<file path="config.mk">
export PLATFORM = sky130hd
export DESIGN_NAME = bp_cce_lce_req_rx
export DESIGN_NICKNAME = d
export VERILOG_FILES = /design/src/rtl/bp_cce_lce_req_rx.sv
export SDC_FILE = /design/constraint.sdc
export NUM_CORES = 1
export LEC_CHECK = 0
export ABC_AREA = 1
export CAP_MARGIN = 20
export CORE_AREA = 2 2 275 277
export CTS_CLUSTER_DIAMETER = 80
export DETAILED_ROUTE_END_ITERATION = 16
export DIE_AREA = 0 0 277 279
export PLACE_DENSITY = 0.43
export SYNTH_ARGS = -nofsm -noshare
export SYNTH_HDL_FRONTEND = slang
export SYNTH_SLANG_ARGS = --single-unit
</file>
<file path="constraint.sdc">
create_clock -name clk_i -period 19.15 [get_ports clk_i]
set_input_delay 3.83 -clock clk_i [delete_from_list [all_inputs] [get_ports clk_i]]
set_output_delay 3.83 -clock clk_i [all_outputs]
set_load 0.05 [all_outputs]
</file>
<file path="src/rtl/bp_cce_lce_req_rx.sv">
// ---------------------------------------------------------------------------
// bp_cce_lce_req_rx
//
// Receive side of the CCE for LCE requests. Incoming BedRock LCE request
// messages are filtered (destination must be this CCE, type must be one of
// rd / wr / uc_rd / uc_wr), decoded into a compact request record and queued
// in a small FIFO. The consumer sees the head record on the req_* outputs and
// pops it with req_yumi_i. Filtered-out messages pulse drop_o; enqueued ones
// bump accept_count_o.
//
// Ports
//   clk_i            clock, all state on rising edge
//   reset_n_i        synchronous active-low reset
//   cce_id_i         this CCE's id
//   lce_req_i        packed bp_lce_req_msg_s (header, payload, data)
//   lce_req_v_i      message valid
//   lce_req_ready_o  message can be accepted this cycle
//   req_v_o          head record valid
//   req_yumi_i       consumer pops the head record
//   req_type_o       0=rd 1=wr 2=uc_rd 3=uc_wr
//   req_addr_o       request address
//   req_size_o       BedRock message size
//   req_src_lce_o    requesting LCE
//   req_lru_way_o    LRU way from payload
//   req_non_excl_o   non-exclusive read (rd only)
//   req_data_o       store data (uc_wr only, zero otherwise)
//   drop_o           one-cycle pulse after a message was accepted and dropped
//   accept_count_o   count of enqueued messages, wraps at 16 bits
// ---------------------------------------------------------------------------

package bp_cce_lce_req_rx_pkg;

   typedef enum int {
      e_bp_default_cfg = 0
   } bp_params_e;

   typedef struct packed {
      int paddr_width;
      int lce_id_width;
      int cce_id_width;
      int lce_assoc;
      int dword_width;
      int cce_block_width;
   } bp_proc_param_s;

   localparam bp_proc_param_s bp_default_cfg_gp = '{
      paddr_width     : 40,
      lce_id_width    : 4,
      cce_id_width    : 4,
      lce_assoc       : 8,
      dword_width     : 64,
      cce_block_width : 512
   };

   function automatic bp_proc_param_s bp_proc_param(input bp_params_e cfg);
      case (cfg)
         e_bp_default_cfg: return bp_default_cfg_gp;
         default:          return bp_default_cfg_gp;
      endcase
   endfunction

   localparam int paddr_width_gp     = bp_default_cfg_gp.paddr_width;
   localparam int lce_id_width_gp    = bp_default_cfg_gp.lce_id_width;
   localparam int cce_id_width_gp    = bp_default_cfg_gp.cce_id_width;
   localparam int lru_width_gp       = $clog2(bp_default_cfg_gp.lce_assoc);
   localparam int dword_width_gp     = bp_default_cfg_gp.dword_width;
   localparam int cce_block_width_gp = bp_default_cfg_gp.cce_block_width;

   // BedRock request message types; any other encoding is dropped.
   localparam logic [3:0] e_bedrock_req_rd    = 4'd0;
   localparam logic [3:0] e_bedrock_req_wr    = 4'd1;
   localparam logic [3:0] e_bedrock_req_uc_rd = 4'd2;
   localparam logic [3:0] e_bedrock_req_uc_wr = 4'd3;

   typedef struct packed {
      logic [3:0]                msg_type;
      logic [2:0]                size;
      logic [paddr_width_gp-1:0] addr;
   } bp_lce_req_header_s;

   typedef struct packed {
      logic [cce_id_width_gp-1:0] dst_id;
      logic [lce_id_width_gp-1:0] src_id;
      logic [lru_width_gp-1:0]    lru_way_id;
      logic                       non_exclusive;
   } bp_lce_req_payload_s;

   typedef struct packed {
      bp_lce_req_header_s            header;
      bp_lce_req_payload_s           payload;
      logic [cce_block_width_gp-1:0] data;
   } bp_lce_req_msg_s;

   // Decoded record held in the request buffer.
   typedef struct packed {
      logic [1:0]                 req_type;
      logic [paddr_width_gp-1:0]  addr;
      logic [2:0]                 size;
      logic [lce_id_width_gp-1:0] src_lce;
      logic [lru_width_gp-1:0]    lru_way;
      logic                       non_excl;
      logic [dword_width_gp-1:0]  data;
   } req_entry_s;

endpackage

module bp_cce_lce_req_rx
   import bp_cce_lce_req_rx_pkg::*;
#(
   parameter bp_params_e     bp_params_p          = e_bp_default_cfg,
   parameter int             els_p                = 2,
   localparam bp_proc_param_s cfg_lp              = bp_proc_param(bp_params_p),
   localparam int            paddr_width_p        = cfg_lp.paddr_width,
   localparam int            lce_id_width_p       = cfg_lp.lce_id_width,
   localparam int            cce_id_width_p       = cfg_lp.cce_id_width,
   localparam int            lru_width_p          = $clog2(cfg_lp.lce_assoc),
   localparam int            dword_width_p        = cfg_lp.dword_width,
   localparam int            lce_req_msg_width_lp = $bits(bp_lce_req_msg_s)
) (
   input  logic                            clk_i,
   input  logic                            reset_n_i,
   input  logic [cce_id_width_p-1:0]       cce_id_i,
   input  logic [lce_req_msg_width_lp-1:0] lce_req_i,
   input  logic                            lce_req_v_i,
   output logic                            lce_req_ready_o,
   output logic                            req_v_o,
   input  logic                            req_yumi_i,
   output logic [1:0]                      req_type_o,
   output logic [paddr_width_p-1:0]        req_addr_o,
   output logic [2:0]                      req_size_o,
   output logic [lce_id_width_p-1:0]       req_src_lce_o,
   output logic [lru_width_p-1:0]          req_lru_way_o,
   output logic                            req_non_excl_o,
   output logic [dword_width_p-1:0]        req_data_o,
   output logic                            drop_o,
   output logic [15:0]                     accept_count_o
);

   localparam int ptr_width_lp = (els_p > 1) ? $clog2(els_p) : 1;
   localparam int cnt_width_lp = $clog2(els_p + 1);

   typedef enum logic {
      e_reset,
      e_ready
   } state_e;

   state_e                  state_r, state_n;
   logic [ptr_width_lp-1:0] head_r, tail_r;
   logic [cnt_width_lp-1:0] count_r;
   req_entry_s              mem_r [els_p];
   logic                    drop_r;
   logic [15:0]             accept_count_r;

   bp_lce_req_msg_s msg;
   req_entry_s      entry_n;
   req_entry_s      head_entry;
   logic            type_ok, dst_ok, full, accept, enq, deq;

   assign msg = bp_lce_req_msg_s'(lce_req_i);

   // Only the low dword of the data block is ever carried forward.
   logic unused_data;
   assign unused_data = ^msg.data[cce_block_width_gp-1:dword_width_p];

   // ---------------- handshake ----------------
   assign full    = (count_r == cnt_width_lp'(els_p));
   assign type_ok = msg.header.msg_type inside {e_bedrock_req_rd, e_bedrock_req_wr,
                                                e_bedrock_req_uc_rd, e_bedrock_req_uc_wr};
   assign dst_ok  = (msg.payload.dst_id == cce_id_i);

   // Ready is a function of state and occupancy only; a pop in the same
   // cycle does not open a slot until the next cycle.
   assign lce_req_ready_o = reset_n_i & (state_r == e_ready) & ~full;
   assign accept          = lce_req_v_i & lce_req_ready_o;
   assign enq             = accept & type_ok & dst_ok;

   assign req_v_o = reset_n_i & (count_r != '0);
   // A pop with nothing buffered is illegal and simply ignored.
   assign deq     = req_yumi_i & req_v_o;

   // ---------------- decode ----------------
   // NOTE: every signal driven in an always_comb gets a default on the first
   // line so no path leaves it unassigned, which would infer a latch.
   always_comb begin
      entry_n          = '0;
      entry_n.addr     = msg.header.addr;
      entry_n.size     = msg.header.size;
      entry_n.src_lce  = msg.payload.src_id;
      entry_n.lru_way  = msg.payload.lru_way_id;
      entry_n.req_type = msg.header.msg_type[1:0];
      case (msg.header.msg_type)
         e_bedrock_req_rd:    entry_n.non_excl = msg.payload.non_exclusive;
         e_bedrock_req_uc_wr: entry_n.data     = msg.data[dword_width_p-1:0];
         default: ;
      endcase
   end

   // ---------------- control FSM ----------------
   always_comb begin
      state_n = state_r;
      case (state_r)
         e_reset: state_n = e_ready;
         e_ready: state_n = e_ready;
         default: state_n = e_reset;
      endcase
   end

   // NOTE: sequential state is assigned with <= so every register samples the
   // pre-edge values of the others, independent of statement order.
   always_ff @(posedge clk_i) begin
      if (!reset_n_i) begin
         state_r        <= e_reset;
         head_r         <= '0;
         tail_r         <= '0;
         count_r        <= '0;
         drop_r         <= 1'b0;
         accept_count_r <= '0;
      end else begin
         state_r <= state_n;
         drop_r  <= accept & ~(type_ok & dst_ok);
         if (enq) begin
            tail_r         <= tail_r + ptr_width_lp'(1);
            accept_count_r <= accept_count_r + 16'd1;
         end
         if (deq) begin
            head_r <= head_r + ptr_width_lp'(1);
         end
         count_r <= count_r + cnt_width_lp'(enq) - cnt_width_lp'(deq);
      end
   end

   // NOTE: the buffer storage is deliberately not reset; count_r gates
   // req_v_o, so stale entries are never observed as valid.
   always_ff @(posedge clk_i) begin
      if (enq) begin
         mem_r[tail_r] <= entry_n;
      end
   end

   // ---------------- outputs ----------------
   assign head_entry     = mem_r[head_r];
   assign req_type_o     = head_entry.req_type;
   assign req_addr_o     = head_entry.addr;
   assign req_size_o     = head_entry.size;
   assign req_src_lce_o  = head_entry.src_lce;
   assign req_lru_way_o  = head_entry.lru_way;
   assign req_non_excl_o = head_entry.non_excl;
   assign req_data_o     = head_entry.data;
   assign drop_o         = reset_n_i & drop_r;
   assign accept_count_o = accept_count_r;

endmodule

</file>
==> impl_metrics.py <==
metrics = {
    "layout": {
        "layout_commonest_cell": "clkdlybuf4s50_1",
        "syn_to_final_growth_pct": 47.2,
        "final_layout_size_suffix_gt1_share_pct": 17.2,
        "final_cell_mix": "clkdlybuf4s50_1 (266), edfxtp_1 (234), mux2_2 (117)",
        "finalNetCount": 1587,
        "final_area_um2": 15100,
    },
    "timing": {
        "min_period_ns": 10.17,
        "worst_slew_pin_slew_ns": 1.04,
        "fin_tns_setup_ns": 0,
        "finalHoldViolCount": 0,
        "grt_setup_unrepaired": "no",
        "finClkSkew_ns": 0.00836,
        "slew_violations": 0,
        "setup_viol": 0,
        "relSlewSlack_pct": 30.5,
        "clock.fmax_mhz": 98.4,
        "layout_worst_path_cycle_share_pct": 53.1,
    },
    "worst_setup_path": {
        "crit_arrival_ns": 6.34,
        "cp_common_cell": "clkdlybuf4s50_1",
        "worstPathRequired_ns": 15.32,
        "crit_path_top_delay_cell": "clkdlybuf4s50_1",
        "path_cells": "clkdlybuf4s50_1 -> clkinv_1 -> nor2_1 -> clkdlybuf4s50_1",
        "max_stage_delay_ns": 0.89,
        "endpoint_kind": "primary output",
        "path_class": "in2out",
        "crit_fanout": 19,
        "ff2ff_path_depth": 8,
        "start_kind": "input pin",
    },
    "die": {
        "io_pins": 715,
        "dieWidth_um": 277,
        "core_area_um2": 74100,
        "start_util_pct": 13.9,
        "die_area_um2": 77300,
        "num_rows": 100,
        "die_y_um": 279,
    },
    "yosys": {
        "syn_inst": 720,
        "synth_async_sr_flop_share_pct": 0,
        "ys_ff_latch": 257,
        "synth.net_count": 1302,
        "synth_ff_type": "edfxtp_1",
        "syn-cell-area_um2": 10300,
        "avgSynthCellArea_um2": 14.3,
        "synth-edff-count": 234,
        "synth_cell_types": 23,
        "yosys_warnings": 0,
        "seq_area_frac_synth_pct": 72.9,
    },
    "drt": {
        "viasPerCell": 3.24,
        "wl_um": 35100,
        "drc": 0,
        "final_antenna_net_count": 0,
        "drt-pass1-iter-count": 4,
        "drt_iter0_drc": 281,
        "wl_per_cell_um": 17.6,
        "vias": 6479,
    },
    "clock_tree": {
        "cts_buffer_depth": 3,
        "numCtsBuffers": 31,
        "cts_tree": "done",
        "cts_num_sinks": 257,
        "htreeDepth": 1,
        "insertion_delay_ns": 0.58,
        "cts_root_buf": "clkbuf_16",
        "cts_hold_buf": 0,
        "path_clk_slew_ns": 0.06,
        "cts_resized": 0,
        "post_cts.repair.setup_buffers": 0,
    },
    "grt": {
        "grt_pass1_wl_um": 49600,
        "grt_pass1_vias": 6910,
        "antenna_found_initial": 12,
        "grt_max_degree": 65,
        "grt.total_usage_pct": 8.86,
        "grt_overflow_total": 0,
    },
    "min_path": {
        "min-delay-path-class": "reg2reg",
        "whs_path_depth": 1,
    },
    "run": {
        "max-cap-violations": 0,
    },
    "power": {
        "leakagePower_nw": 5.12,
        "power.density_nw_per_um2": 81.2,
        "ir_drop_v": 0.0000631,
    },
    "run_status": {
        "status": "finished clean",
    },
    "place": {
        "postPlaceCellArea_um2": 14100,
        "routabilityCongestion": 0.736,
        "dp_hpwl_um": 26100,
        "portBuffers": 266,
    },
}
-- critical path: cells and delay by family --
kind          cells  cell delay, ns
simple gates      1            0.40
buf+inv           3            2.09
-- where the power goes --
part	internal (W)	switching (W)
sequential	0.000609	0.000000321
combinational	0.0000291	0.0000225
clock	0.000333	0.000234
total	0.000971	0.000257
-- area by class of cell --
class,instances,area [um^2]
Clock inverter,17,154
Sequential cell,257,7490
Fill cell,8004,58900
Multi-Input combinational cell,344,2330
Clock buffer,40,830
Inverter,97,364
Timing Repair Buffer,274,2740
Antenna cell,3,7.51
Tap cell,969,1210
-- synthesized netlist by cell type (5+ instances only) --
master / n / share of area [%]
nand3_1: 13 / 0.63
nand2_1: 83 / 3.0
nor2_1: 89 / 3.3
mux2_2: 117 / 13
nand4_1: 6 / 0.37
dfxtp_1: 23 / 4.5
buf_2: 13 / 0.63
edfxtp_1: 234 / 68
xor2_1: 5 / 0.43
inv_1: 95 / 3.5
clkbuf_1: 7 / 0.26
a21oi_1: 18 / 0.88
-- cell families (layout without fill, tap and decap cells) --
logic type / count (synthesis) / after routing / share of synthesized area, %
other: 0 / 3 / 0
XOR/XNOR: 9 / 9 / 0.767
buffers and inverters: 119 / 428 / 4.62
multiplexers: 117 / 117 / 12.8
AND/OR/NAND/NOR: 195 / 195 / 7.59
flip-flops: 257 / 257 / 72.9
adder cells (fa/ha/maj): 3 / 3 / 0.365
AO/OA/AOI/OAI: 20 / 20 / 0.974
-- state kept, by name, summed over array words and instances (netlist names), named ones only --
| register | flops |
|---|---|
| mem_r | 234 |
| accept_count_o | 16 |
| count_r | 2 |
| drop_r | 1 |
| head_r | 1 |
| state_r | 1 |
| tail_r | 1 |
-- per-layer routing --
layer / up-vias / GRT usage (%) / part of all wire (%)
li1: 3067 / - / -
met1: 3142 / 10.1 / 39
met2: 203 / 15.2 / 48
met3: 59 / 4.07 / 10
met4: 8 / 1.94 / 2.1
met5: - / 0 / 0.17
-- path summary, 6_finish.rpt --
| path | startpoint | to | slack [ns] |
|---|---|---|---|
| worst min register to register | count_r[1]$_SDFF_PN0_ | count_r[1]$_SDFF_PN0_ | 0.48 |
| worst min-delay path | count_r[1]$_SDFF_PN0_ | count_r[1]$_SDFF_PN0_ | 0.48 |
| worst max register to register | count_r[0]$_SDFF_PN0_ | mem_r[1][34]$_DFFE_PP_ | 15.43 |
| worst max-delay path | reset_n_i | req_v_o | 8.98 |
-- metrics by stage --
stage                     setup slack [ns]  hold WS [ns]  util, %  cells  total power, W
final                                 8.98         0.484     20.4   2001         0.00123
after detailed placement              8.93         0.472     19.1   1940        0.000673
after floorplan                       9.25         0.444        -    720        0.000636
after CTS                             8.90         0.481     20.4   1997         0.00125
after global routing                  8.75         0.507     20.4   1998         0.00127
after global placement                8.90         0.458     19.1   1940        0.000673
(Power assumes the default switching activity.)
